### config.mk
export PLATFORM = sky130hd
export DESIGN_NAME = vc_dispatch
export DESIGN_NICKNAME = d
export VERILOG_FILES = /design/src/rtl/vc_dispatch_pkg.sv /design/src/rtl/vc_dispatch_skid.sv /design/src/rtl/vc_dispatch.sv
export SDC_FILE = /design/constraint.sdc
export NUM_CORES = 1
export LEC_CHECK = 0
export ABC_AREA = 1
export CAP_MARGIN = 20
export CORE_ASPECT_RATIO = 1.25
export CORE_MARGIN = 2
export CORE_UTILIZATION = 40
export DETAILED_ROUTE_END_ITERATION = 6
export GPL_ROUTABILITY_DRIVEN = 0
export PLACE_DENSITY_LB_ADDON = 0.2
export SLEW_MARGIN = 25
export SYNTH_ARGS = -nofsm -noshare
export SYNTH_HDL_FRONTEND = slang
export SYNTH_SLANG_ARGS = --single-unit
### constraint.sdc
create_clock -name clk -period 1.55 [get_ports clk]
set_input_delay 0.2325 -clock clk [delete_from_list [all_inputs] [get_ports clk]]
set_output_delay 0.2325 -clock clk [all_outputs]
set_load 0.02 [all_outputs]
### src/rtl/vc_dispatch_pkg.sv
// Shared constants and helpers for the VC dispatcher.
//   MODE_GLOBAL / MODE_SELECTIVE : pause-mode encodings for vc_dispatch.MODE
//   dest_of()                    : extracts the destination VC field from a word
package vc_dispatch_pkg;

  localparam int unsigned MODE_GLOBAL    = 0;
  localparam int unsigned MODE_SELECTIVE = 1;

  // Widest word and destination field the helper handles (NUM_VC <= 8).
  localparam int unsigned MAX_DATA_W = 64;
  localparam int unsigned MAX_SEL_W  = 3;

  // Top sel_w bits of a data_w-bit word (word is zero-extended to MAX_DATA_W).
  function automatic logic [MAX_SEL_W-1:0] dest_of(
    input logic [MAX_DATA_W-1:0] word,
    input int unsigned           data_w,
    input int unsigned           sel_w
  );
    logic [MAX_DATA_W-1:0] mask;
    mask = (MAX_DATA_W'(1) << sel_w) - MAX_DATA_W'(1);
    return MAX_SEL_W'((word >> (data_w - sel_w)) & mask);
  endfunction

endpackage

### src/rtl/vc_dispatch_skid.sv
// Two-entry synchronous FIFO holding words returned by the main FIFO until
// they can be pushed into a VC FIFO.
//   clk, rst_n   : clock, asynchronous active-low reset (clears contents)
//   wr, wr_data  : write the tail
//   rd           : discard the head
//   occ          : number of valid entries (0..2)
//   head         : oldest entry
module dispatch_skid #(
  parameter int unsigned W = 10
) (
  input  logic         clk,
  input  logic         rst_n,
  input  logic         wr,
  input  logic [W-1:0] wr_data,
  input  logic         rd,
  output logic [1:0]   occ,
  output logic [W-1:0] head
);

  logic [W-1:0] mem_q [2];
  logic         wr_ptr_q;
  logic         rd_ptr_q;
  logic [1:0]   occ_q;
  logic [1:0]   occ_d;

  // Occupancy only moves when exactly one of write/read happens.
  always_comb begin
    occ_d = occ_q;
    if (wr && !rd) begin
      occ_d = occ_q + 2'd1;
    end else if (!wr && rd) begin
      occ_d = occ_q - 2'd1;
    end
  end

  always_ff @(posedge clk or negedge rst_n) begin
    if (!rst_n) begin
      mem_q[0] <= '0;
      mem_q[1] <= '0;
      wr_ptr_q <= 1'b0;
      rd_ptr_q <= 1'b0;
      occ_q    <= 2'd0;
    end else begin
      if (wr) begin
        mem_q[wr_ptr_q] <= wr_data;
        wr_ptr_q        <= ~wr_ptr_q;
      end
      if (rd) begin
        rd_ptr_q <= ~rd_ptr_q;
      end
      occ_q <= occ_d;
    end
  end

  assign occ  = occ_q;
  assign head = mem_q[rd_ptr_q];

  // Pop credit upstream must keep both of these from ever happening.
  ap_no_overflow : assert property (@(posedge clk) disable iff (!rst_n)
    !(wr && !rd && (occ_q == 2'd2)));
  ap_no_underflow : assert property (@(posedge clk) disable iff (!rst_n)
    !(rd && (occ_q == 2'd0)));

endmodule

### src/rtl/vc_dispatch.sv
// Dispatcher from the main FIFO to NUM_VC per-channel FIFOs.
// Pops the main FIFO under credit/pause control, captures the returned word
// into a 2-entry skid buffer, decodes the destination from the top SEL_W bits
// and pushes it one-hot into the selected VC FIFO.
//   clk, reset       : clock, asynchronous active-low reset
//   pause_vc         : per-VC pause / almost-full
//   empty_main_fifo  : main FIFO empty
//   data_main_fifo   : main FIFO read data (valid the cycle after a pop)
//   pop_main_fifo    : main FIFO read enable (combinational)
//   valid_pop_out    : registered pop, marks the word in flight
//   push_vc, data_vc : one-hot VC FIFO write enable and shared write data
//   dispatch_count   : saturating count of pushed words
//   drop_count       : saturating count of words with an invalid destination
module vc_dispatch
  import vc_dispatch_pkg::*;
#(
  parameter int unsigned DATA_W = 10,
  parameter int unsigned NUM_VC = 2,
  parameter int unsigned SEL_W  = $clog2(NUM_VC),
  parameter int unsigned MODE   = 0,
  parameter int unsigned CNT_W  = 8
) (
  input  logic              clk,
  input  logic              reset,
  input  logic [NUM_VC-1:0] pause_vc,
  input  logic              empty_main_fifo,
  input  logic [DATA_W-1:0] data_main_fifo,
  output logic              pop_main_fifo,
  output logic              valid_pop_out,
  output logic [NUM_VC-1:0] push_vc,
  output logic [DATA_W-1:0] data_vc,
  output logic [CNT_W-1:0]  dispatch_count,
  output logic [CNT_W-1:0]  drop_count
);

  logic [1:0]           occ;
  logic [DATA_W-1:0]    head;
  logic [MAX_SEL_W-1:0] dest;
  logic                 dest_ok;
  logic [NUM_VC-1:0]    dest_oh;
  logic                 any_pause;
  logic                 head_paused;
  logic                 gate;
  logic                 drain;
  logic                 push;
  logic [2:0]           credit_used;

  logic                 valid_pop_q;
  logic [CNT_W-1:0]     disp_q, disp_d;
  logic [CNT_W-1:0]     drop_q, drop_d;

  // Head decode, drain decision, pop credit and one-hot push.
  always_comb begin
    dest        = dest_of(MAX_DATA_W'(head), DATA_W, SEL_W);
    dest_ok     = (32'(dest) < NUM_VC);
    dest_oh     = NUM_VC'(1) << dest;
    any_pause   = |pause_vc;
    head_paused = (MODE == MODE_SELECTIVE) ? |(pause_vc & dest_oh) : any_pause;
    // Invalid heads are discarded regardless of pause so they cannot block.
    drain       = (occ != 2'd0) && (!dest_ok || !head_paused);
    push        = drain && dest_ok;
    gate        = (MODE == MODE_SELECTIVE) ? 1'b1 : !any_pause;
    // Pop only if the word it returns is guaranteed a skid slot.
    credit_used = 3'(occ) + 3'(valid_pop_q);
    pop_main_fifo = reset && !empty_main_fifo && gate &&
                    (credit_used < (3'd2 + 3'(drain)));
    push_vc = push ? dest_oh : '0;
    data_vc = push ? head : '0;
  end

  // Saturating status counters.
  always_comb begin
    disp_d = disp_q;
    drop_d = drop_q;
    if (push && (disp_q != '1)) begin
      disp_d = disp_q + CNT_W'(1);
    end
    if (drain && !dest_ok && (drop_q != '1)) begin
      drop_d = drop_q + CNT_W'(1);
    end
  end

  always_ff @(posedge clk or negedge reset) begin
    if (!reset) begin
      valid_pop_q <= 1'b0;
      disp_q      <= '0;
      drop_q      <= '0;
    end else begin
      valid_pop_q <= pop_main_fifo;
      disp_q      <= disp_d;
      drop_q      <= drop_d;
    end
  end

  dispatch_skid #(
    .W (DATA_W)
  ) u_skid (
    .clk     (clk),
    .rst_n   (reset),
    .wr      (valid_pop_q),
    .wr_data (data_main_fifo),
    .rd      (drain),
    .occ     (occ),
    .head    (head)
  );

  assign valid_pop_out  = valid_pop_q;
  assign dispatch_count = disp_q;
  assign drop_count     = drop_q;

endmodule

# Word level (Yosys, flattened, before mapping)

Index checks and enable logic that the tools add are counted.

Bits in registers: 41
Output and inout bits: 30

$add $sub $neg: 6
$lt $le $gt $ge: 5
Equality and inequality tests: 2
Shift operators: 1
Mux-type cells: 10
Bitwise operators: 4
Reductions and logical operators: 20

Operator list:

| operator            | number |
|---|---|
| $mux 10             | 5 |
| $bwmux 20           | 1 |
| $add 8x1->8 const B | 2 |
| $ne 8x8->1 const B  | 2 |
| $logic_and 1x1->1   | 11 |
| $demux 10 s1        | 1 |
| $mux 2              | 3 |
| $logic_not 1->1     | 5 |
| $ge 2x2->1 const B  | 2 |
| $not 1->2           | 2 |
| $reduce_bool 2->1   | 2 |
| $add 2x1->3         | 1 |
| $add 2x1->3 const A | 1 |
| $lt 3x3->1          | 1 |
| $add 2x1->2 const B | 1 |
| $lt 1x2->1 const B  | 1 |
| $lt 2x1->1 const B  | 1 |
| $not 1->1           | 2 |
| $reduce_or 2->1     | 1 |
| $shl 1x1->2 const A | 1 |
| $sub 2x1->2 const B | 1 |
| $logic_or 1x1->1    | 1 |

# Logic depth before layout (Yosys ltp)

Gate-level depths: netlist (run 1).

Depth after elaboration: 11
Gate-level depth with buffers: 8
Gate-level depth less buffers: 8

# By module

From an unflattened synthesis (run 1), not the netlist that was laid out.

Cells, all modules: 213
Area total of the unflattened synthesis: 1805.5 sq um

By module, submodules not included:

| module        | times used | cells an instance | area an instance (sq um) |
|---|---|---|---|
| dispatch_skid | 1          | 108               | 1099.8 |
| vc_dispatch   | 1          | 105               | 705.7 |

# Least setup slack after synthesis (run 1)

OpenSTA, ideal clock, no wires.

Path kind: reg2out
From: register valid_pop_q (netlist: valid_pop_out)
To: output port pop_main_fifo
Arrival: 1.312 ns
Path slack: 0.006 ns
Cell stages (with the launch flop): 6
Cell sequence: dfrtp_1 > ha_1 > ha_1 > nand3b_1 > nor2_1 > and2_1

Longest elaborated chain between the ends: 3

RTL lines:

| element                | line              | text |
|---|---|---|
| from (decl)            | vc_dispatch.sv:48 | `logic valid_pop_q;` |
| from (signal assigned) | vc_dispatch.sv:89 | `valid_pop_q <= pop_main_fifo;` |
| $add 2x1->3            | vc_dispatch.sv:64 | `credit_used = 3'(occ) + 3'(valid_pop_q);` |
| $lt 3x3->1             | vc_dispatch.sv:66 | `(credit_used < (3'd2 + 3'(drain)));` |
| $logic_and 1x1->1      | vc_dispatch.sv:65 | `pop_main_fifo = reset && !empty_main_fifo && gate &&` |
| to (decl)              | vc_dispatch.sv:28 | `output logic pop_main_fifo,` |

Every way passes these cells.

# Worst setup path after layout (run 1)

From: register u_skid.occ_q[0] (netlist: u_skid.occ[0])
To: output port pop_main_fifo

Longest elaborated chain between the ends: 5
Elaborated cells on any way between the ends: 6
Those cells by class: add/sub: 2; order compare: 1; reduce/logical: 3

RTL lines:

| element                | line                   | text |
|---|---|---|
| from (decl)            | vc_dispatch_skid.sv:23 | `logic [1:0] occ_q;` |
| from (signal assigned) | vc_dispatch_skid.sv:42 | `occ_q <= 2'd0;` |
| from (signal assigned) | vc_dispatch_skid.sv:51 | `occ_q <= occ_d;` |
| $reduce_bool 2->1      | vc_dispatch.sv:60      | `drain = (occ != 2'd0) && (!dest_ok \|\| !head_paused);` |
| $logic_and 1x1->1      | vc_dispatch.sv:60      |  |
| $add 2x1->3            | vc_dispatch.sv:66      |  |
| $lt 3x3->1 *           | vc_dispatch.sv:66      |  |
| $logic_and 1x1->1 *    | vc_dispatch.sv:65      |  |

Mark *: on every way between the ends. The rest lies on a longest branch, timed or not.

==> results of run 1 <==
## worst max-delay path, delay by kind of cell (launching register included)
kind | cells | cell delay, ns
fa+ha+maj | 2 | 0.33
simple gates | 3 | 0.41
buf+inv | 1 | 0.11
flops | 1 | 0.40
## layer usage
metal,GRT usage [%],vias up,wire (um)
li1,-,759,-
met1,20.7,664,1640
met2,30.4,27,1850
met3,2.95,7,110
met4,6.00,0,49
met5,0,-,0
## cell usage in the layout (no fill, tap or decap), drive strengths merged, types with 4 or more instances in the layout
| cell | instances |
|---|---|
| nand2 | 77 |
| inv | 21 |
| a21oi | 9 |
| buf | 36 |
| dlygate4sd2 | 8 |
| nand3 | 4 |
| ha | 4 |
| clkbuf | 7 |
| conb | 8 |
| clkdlybuf4s50 | 12 |
| nor2 | 12 |
| dfrtp | 33 |
| o21ai | 26 |
## layout make-up
cell class              count  area, um^2
clock buffers               7        86.3
clock inverters             1        30.0
fillers                   400        1610
inverters                  22        82.6
multi-input cells         148         801
flip-flops and latches     33         826
well taps                  56        70.1
repair buffers             59         562
## power by group through the flow
stage               Sequential, mW  Combinational [mW]  Clock [mW]
floorplan                     1.54               0.836           0
global placement              1.50                1.44           0
detailed placement            1.51                1.46           0
CTS                           1.50                1.47       0.859
global route                  1.55                1.90       0.896
finish                        1.51                1.69       0.835
## how the worst min path moves through the flow
stage / from / to / slack (ns) / depth (start not counted)
detailed placement: u_skid.mem_q[19] / u_skid.mem_q[19] / 0.47 / 2
finish: reset / u_skid.mem_q[1] / 0.44 / 2
global route: reset / u_skid.mem_q[1] / 0.48 / 2
floorplan: reset / dispatch_count[0] / -0.06 / 0
global placement: u_skid.mem_q[8] / u_skid.mem_q[8] / 0.47 / 2
CTS: reset / dispatch_count[4] / 0.43 / 2
## kinds of logic (layout without fill, tap and decap cells)
group	Yosys count	in the layout	synth area share (%)
adders and majority gates	4	4	2.97
AOI/OAI and AO/OA	35	35	11.0
other	1	8	0.222
xor gates and xnor gates	5	5	2.59
DFF	33	33	48.9
and+or+nand+nor	96	96	23.4
buffers and inverters	37	89	10.9
## state kept, by name, summed over array words and instances, names as in the netlist
name,cells
u_skid.rd_ptr_q,1
valid_pop_out,1
u_skid.wr_ptr_q,1
u_skid.mem_q,20
dispatch_count,8
u_skid.occ,2
## per-stage QoR
stage | setup TNS (ns) | utilization (%)
5_1_grt | -2.08 | 60.4
6_report | -1.35 | 60.4
4_1_cts | -1.89 | 56.5
3_5_place_dp | -7.36 | 52.8
2_1_floorplan | 0 | -
3_3_place_gp | -7.08 | 52.8
## what timing repair did
| item | 4_1_cts | 5_1_grt |
|---|---|---|
| buffers inserted | 6 | 5 |
| setup endpoints to repair | 23 | 16 |
| pin swaps | 4 | 4 |
| resized for setup | 71 | 46 |
==> out/results.tsv, run 1 <==
stage	metric	value	unit
status	run status	finished with violations	
status	failing checks	setup timing	
grt	GR Overflow Total	0	
routing	DRT Pass-1 Iters	4	
logic_synthesis	ranking of synthesized cells by area	dfrtp_1, nand2_1, o21ai_0	
timing	Hold WS	0.441	ns
clocking	CTS H-Tree Depth	2	
timing	RSZ-0062 raised after global routing	yes	
routing	via count	1457	
logic_synthesis	count leader, synth	nand2_1	
power_and_ir_drop	clock share of power	20.7	%
routing	wire per inst	11.2	um
logic_synthesis	Synth Instances	211	
routing	Routed Antenna Nets	0	
logic_synthesis	top-area cell type share of the netlist area	48.9	%
routing	DRC violations left	0	
floorplan	Initial Utilization	41.5	%
setup_path	CP max stage cell	dfrtp_1	
timing	Tcrit/Tclk final	113	%
min_path	Min-Delay Path Class	in2async	
setup_path	Arrival @ worst endpoint	1.52	ns
cells_and_area	share of layout cells above drive strength 1	25.2	%
timing	Max Freq	570	MHz
grt	initial antenna violation count	0	
power_and_ir_drop	net switching power	1.50	mW
cells_and_area	Final Cell Area	0.00246	mm^2
clocking	CTS tree	built	
clocking	clock sink count	33	
timing	Setup Viol. Count Final	15	
placed_design	HPWL Detailed	2.49	mm
power_and_ir_drop	Lkg Pwr	1.26	nW
clocking	Clock Path Buffers	2	
logic_synthesis	Synth top cells by count	nand2_1, dfrtp_1, inv_1, o21ai_0	
timing	Final Hold Fails	0	
clocking	insertion delay to the later sink of the worst-skew pair	0.28	ns
power_and_ir_drop	switching part of the total	37.1	%
setup_path	WP data required	1.32	ns
setup_path	CP cell instances	ha_2, ha_4, nand3b_1, nor2_1, and2_4, buf_6	
logic_synthesis	YS warnings	0	
cells_and_area	antenna fix cells	0	
grt	first-pass GRT wire length	6.67	mm
setup_path	worst r2r src	u_skid.occ[0]	
floorplan	IO Count	45	
setup_path	crit path capture	pop_main_fifo	
setup_path	reg2reg setup slack	-0.02	ns
placed_design	DP Worst Slack	-0.590	ns
power_and_ir_drop	Comb pwr share	41.9	%
power_and_ir_drop	peak supply drop	0.956	mV
cells_and_area	final-stage net count	288	
logic_synthesis	EDFF count, synth	0	
setup_path	critical path type	reg2out	
clocking	total CTS buffers	5	
floorplan	# rows	26	
logic_synthesis	Avg Inst Size Synth	8.00	um^2
routing	vias per inst	4.47	
grt	vias in the first global route	1518	
logic_synthesis	Seq/Total Area, Yosys	48.9	%
cells_and_area	final non-filler cell total	326	
routing	DRT Wirelength	3.64	mm
setup_path	crit-path max cell delay	0.40	ns
setup_path	CP max FO	2	
floorplan	Die Wd	62.1	um
clocking	Clock Tree Root	clkbuf_8	
logic_synthesis	asr flop ratio synth	100	%
logic_synthesis	ys flop type	dfrtp_1	
logic_synthesis	distinct cell type count after synthesis	25	
logic_synthesis	area leader, netlist	dfrtp_1	
grt	largest net degree at the start of global routing	34	
timing	crit path time final	1.76	ns
placed_design	number of port buffers	36	
power_and_ir_drop	Design Power	4.03	mW
power_and_ir_drop	Internal Power	2.54	mW
timing	Setup Skew	0.00640	ns
routing	DR iter-0 viols	81	
clocking	Worst-path clk slew	0.07	ns
placed_design	area post-placement	0.00215	mm^2
setup_path	Worst R2R End	u_skid.occ[1]	
floorplan	core box area	0.00407	mm^2
timing	Max Slew Vio Count	0	
grt	GRT Resource Usage Total	17.1	%
setup_path	crit path launch	u_skid.occ[0]	
floorplan	Die ar.	0.00476	mm^2
power_and_ir_drop	Pwr Density	1640	mW/mm^2
setup_path	startpoint class of the critical path	flip-flop	
setup_path	CP endpoint kind	output pin	
timing	Worst Slack Setup Final	-0.205	ns
power_and_ir_drop	Reg power frac	37.4	%
clocking	CTS Hold Bufs	0	
floorplan	Die Y-Extent	76.6	um
job	Max-Cap Viols	0	
logic_synthesis	Mapped Area	0.00169	mm^2
placed_design	DP Cell Count	309	
cells_and_area	area delta synth->final	45.6	%
setup_path	path depth of the worst reg2reg path	8	
logic_synthesis	Synth Register Bits	33	
(Power assumes the default switching activity.)
==> run 2, diff against run 1 <==
--- a/config.mk
+++ b/config.mk
@@ -10,10 +10,12 @@
 export CORE_ASPECT_RATIO = 1.25
 export CORE_MARGIN = 2
 export CORE_UTILIZATION = 40
+export CTS_CLUSTER_SIZE = 30
 export DETAILED_ROUTE_END_ITERATION = 6
 export GPL_ROUTABILITY_DRIVEN = 0
 export PLACE_DENSITY_LB_ADDON = 0.2
 export SLEW_MARGIN = 25
 export SYNTH_ARGS = -nofsm -noshare
 export SYNTH_HDL_FRONTEND = slang
+export SYNTH_HIERARCHICAL = 1
 export SYNTH_SLANG_ARGS = --single-unit
==> run 2 against run 1 <==
Net effect: the run still ends with setup timing left; combinational power rose by 17%; setup slack improved by 0.00095 ns; register-to-register slack improved by 0.03 ns; total power rose by 5.7%; non-clock buffer count fell by 3; die area rose by 6.6%; flip-flop and latch count did not move; sequential power fell by 3%; count of clock-buffer cells in the layout did not move; fmax barely moved; via count fell by 2.4%; sequential share of layout area fell by 0.74 points; critical endpoint unchanged; largest cell class is now multi-input combinational cells; largest power group unchanged; highest routed layer unchanged.
==> out/results.tsv, run 2 <==
stage	metric	value	unit	change
power_and_ir_drop	Comb pwr share	46.2	%	was 41.9%
clocking	total CTS buffers	5		unchanged
timing	Max Slew Vio Count	0		unchanged
setup_path	Stages on worst setup path	5		was 6
timing	Worst Slack Setup Final	-0.204	ns	was -0.205 ns
clocking	Clock Tree Root	clkbuf_8		unchanged
routing	wire per inst	10.8	um	was 11.2 um
routing	vias per inst	4.35		was 4.47
grt	largest net degree at the start of global routing	34		unchanged
logic_synthesis	mux cell area share after synthesis	6.24	%	was 0%
cells_and_area	share of layout cells above drive strength 1	32.7	%	was 25.2%
setup_path	reg2reg setup slack	0.01	ns	was -0.02 ns
timing	crit path time final	1.75	ns	was 1.76 ns
logic_synthesis	count leader, synth	nand2_1		unchanged
timing	Setup Skew	0.00513	ns	was 0.00640 ns
routing	met3 WL	186	um	was 110 um
logic_synthesis	Synth Area in Adders	2.77	%	was 2.97%
timing	Setup Viol. Count Final	13		was 15
floorplan	Initial Utilization	41.4	%	was 41.5%
clocking	Worst-path clk slew	0.07	ns	about the same
cells_and_area	Layout Utilization	57.7	%	was 60.4%
routing	Routed Antenna Nets	0		unchanged
logic_synthesis	post-synthesis simple-gate area fraction	20.6	%	was 23.4%
grt	vias in the first global route	1409		was 1518
setup_path	startpoint class of the critical path	flip-flop		unchanged
cells_and_area	commonest non-fill, non-tap cell in the layout	nand2_1		unchanged
logic_synthesis	Mapped Area	0.00181	mm^2	was 0.00169 mm^2
setup_path	delay-heaviest family, CP	adder cells		was simple AND/OR/NAND/NOR gates
timing	RSZ-0062 raised after global routing	yes		unchanged
grt	GR Overflow Total	0		unchanged
floorplan	IO Count	45		unchanged
logic_synthesis	YS warnings	6		was 0
logic_synthesis	area leader, netlist	dfrtp_1		unchanged
cells_and_area	# fillers	400		unchanged
logic_synthesis	Synth top cells by count	nand2_1, dfrtp_1, inv_1		was nand2_1, dfrtp_1, inv_1, o21ai_0
logic_synthesis	EDFF count, synth	0		unchanged
setup_path	CP max FO	2		unchanged
clocking	CTS Hold Bufs	0		unchanged
routing	top sig layer	met4		unchanged
timing	Max Freq	570	MHz	about the same
logic_synthesis	Avg Inst Size Synth	8.48	um^2	was 8.00 um^2
timing	Final Hold Fails	0		unchanged
setup_path	Arrival @ worst endpoint	1.52	ns	about the same
cells_and_area	final-stage net count	287		was 288
logic_synthesis	largest family of logic cells by synthesized area	simple AND/OR/NAND/NOR gates		unchanged
clocking	Clock Path Buffers	2		unchanged
power_and_ir_drop	Reg power frac	34.5	%	was 37.4%
power_and_ir_drop	Lkg Pwr	1.34	nW	was 1.26 nW
routing	met2 wire length	1.78	mm	was 1.85 mm
logic_synthesis	top-area cell type share of the netlist area	45.7	%	was 48.9%
logic_synthesis	xor/xnor cell area share of the yosys netlist	1.94	%	was 2.59%
logic_synthesis	asr flop ratio synth	100	%	unchanged
floorplan	core box area	0.00436	mm^2	was 0.00407 mm^2
cells_and_area	Largest register FFs	20		unchanged
setup_path	Worst R2R End	u_skid/occ[1]		was u_skid.occ[1]
clocking	insertion delay to the later sink of the worst-skew pair	0.28	ns	about the same
cells_and_area	FF/Latch Area	826	um^2	unchanged
placed_design	number of port buffers	36		unchanged
setup_path	crit path launch	valid_pop_out		was u_skid.occ[0]
setup_path	WP buf/inv	1		unchanged
floorplan	Die Y-Extent	79.1	um	was 76.6 um
cells_and_area	Largest Register	u_skid/mem_q		was u_skid.mem_q
routing	DRT Wirelength	3.53	mm	was 3.64 mm
routing	DRT Pass-1 Iters	4		unchanged
floorplan	Die ar.	0.00507	mm^2	was 0.00476 mm^2
power_and_ir_drop	peak supply drop	0.830	mV	was 0.956 mV
logic_synthesis	Synth Instances	213		was 211
power_and_ir_drop	Pwr Density	1700	mW/mm^2	was 1640 mW/mm^2
routing	via count	1422		was 1457
cells_and_area	area of the multi-input gates	848	um^2	was 801 um^2
setup_path	CP max stage cell	dfrtp_1		unchanged
setup_path	WP data required	1.32	ns	about the same
logic_synthesis	distinct cell type count after synthesis	26		was 25
power_and_ir_drop	clock share of power	19.3	%	was 20.7%
clocking	clock sink count	33		unchanged
setup_path	CP endpoint kind	output pin		unchanged
grt	initial antenna violation count	0		unchanged
clocking	CTS tree	built		unchanged
clocking	CTS H-Tree Depth	2		unchanged
cells_and_area	area delta synth->final	39.2	%	was 45.6%
setup_path	critical path type	reg2out		unchanged
power_and_ir_drop	Internal Power	2.81	mW	was 2.54 mW
status	run status	finished with violations		unchanged
setup_path	most numerous cell on the critical path	ha_2		
job	Max-Cap Viols	0		unchanged
logic_synthesis	ys flop type	dfrtp_1		unchanged
timing	setup TNS	-1.10	ns	was -1.35 ns
routing	wl on met1	1.51	mm	was 1.64 mm
setup_path	crit path capture	pop_main_fifo		unchanged
routing	DR iter-0 viols	35		was 81
cells_and_area	most frequent cells in the layout	nand2_1, dfrtp_1, inv_1, buf_4		unchanged
setup_path	CP cell instances	ha_2, ha_2, o21ai_0, and2_4, buf_6		was ha_2, ha_4, nand3b_1, nor2_1, and2_4, buf_6
grt	GRT Resource Usage Total	15.4	%	was 17.1%
timing	Tcrit/Tclk final	113	%	about the same
min_path	Min-Delay Path Class	in2async		unchanged
setup_path	worst r2r src	u_skid/occ[1]		was u_skid.occ[0]
cells_and_area	antenna fix cells	0		unchanged
placed_design	HPWL Detailed	2.35	mm	was 2.49 mm
logic_synthesis	Seq/Total Area, Yosys	45.7	%	was 48.9%
setup_path	crit-path max cell delay	0.40	ns	about the same
setup_path	path depth of the worst reg2reg path	11		was 8
logic_synthesis	ranking of synthesized cells by area	dfrtp_1, nand2_1, inv_1		was dfrtp_1, nand2_1, o21ai_0
logic_synthesis	Synth Register Bits	33		unchanged
routing	DRC violations left	0		unchanged
status	failing checks	setup timing		unchanged
power_and_ir_drop	switching part of the total	34.1	%	was 37.1%
logic_synthesis	Synth Area in Compound Gates	9.22	%	was 11.0%
floorplan	# rows	27		was 26
floorplan	Die Wd	64.1	um	was 62.1 um
power_and_ir_drop	net switching power	1.45	mW	was 1.50 mW
grt	first-pass GRT wire length	6.13	mm	was 6.67 mm
[run 2: cell types whose count changed after synthesis, moves of 2 or more]
| cell | previous run | this run |
|---|---|---|
| a21oi_1 | 9 | 0 |
| buf_2 | 3 | 1 |
| inv_1 | 19 | 32 |
| mux2_2 | 0 | 10 |
| nand2_1 | 74 | 57 |
| nor2_1 | 9 | 15 |
| o21ai_0 | 19 | 14 |
| o21ai_1 | 6 | 0 |
| o21ai_2 | 0 | 11 |
[run 2: timing repair]
action,4_1_cts,5_1_grt
endpoints found under the setup margin,22,15
buffers inserted,5,5
pin swaps,4,7
resized for setup,74,42
[run 2: logic make-up (layout without fill, tap and decap cells)]
logic type | after synthesis | after routing
AND/OR/NAND/NOR | 87 | 87
buffers and inverters | 49 | 98
flip-flops | 33 | 33
AO/OA/AOI/OAI | 25 | 25
multiplexers | 10 | 10
adder cells (fa/ha/maj) | 4 | 4
XOR/XNOR | 4 | 4
other | 1 | 8
[run 2: final cells by class]
cell class | instances | area share [%]
Timing Repair Buffer | 56 | 20.7
Clock buffer | 7 | 3.44
Sequential cell | 33 | 32.9
Clock inverter | 1 | 1.20
Inverter | 34 | 5.18
Multi-Input combinational cell | 138 | 33.8
Tap cell | 58 | 2.89
[run 2: per-stage QoR]
step	total power, mW	hold slack [ns]	area, um^2	instances	setup WS [ns]
final	4.26	0.414	2510	327	-0.204
after global placement	3.05	0.460	2230	309	-0.434
after CTS	3.97	0.436	2370	322	-0.193
after floorplan	2.54	-0.0631	1830	220	0.00779
after global routing	4.60	0.459	2510	327	-0.272
after detailed placement	3.07	0.464	2230	309	-0.462
[run 2: worst reg2reg max path: stages, from the launching register on]
cell,delay [ns]
dfrtp_1,0.38
buf_4,0.16
o21ai_4,0.18
buf_6,0.12
buf_6,0.10
inv_2,0.04
inv_2,0.05
ha_4,0.19
inv_2,0.05
nand3_1,0.07
nand2_1,0.06
nand2_1,0.04
[run 2: power by group through the flow]
stage / combinational (mW) / sequential, mW / clock [mW]
floorplan: 1.05 / 1.49 / 0
global placement: 1.59 / 1.45 / 0
detailed placement: 1.60 / 1.46 / 0
CTS: 1.67 / 1.46 / 0.849
global route: 2.20 / 1.52 / 0.877
finish: 1.97 / 1.47 / 0.824
[run 2: how the worst min path moves through the flow]
stage	slack (ns)	depth (start not counted)	endpoint	from
2_1_floorplan	-0.06	0	dispatch_count[0]	reset
3_3_place_gp	0.46	2	u_skid/mem_q[10]	u_skid/mem_q[10]
3_5_place_dp	0.46	2	u_skid/mem_q[10]	u_skid/mem_q[10]
4_1_cts	0.44	2	u_skid/rd_ptr_q	reset
5_1_grt	0.46	2	u_skid/mem_q[3]	reset
6_report	0.41	2	u_skid/mem_q[0]	reset
[run 2: routing by layer]
layer	vias to the layer above	global-route usage [%]
met2	32	25.9
met5	-	0
met3	7	3.97
li1	739	-
met4	0	5.74
met1	644	18.9
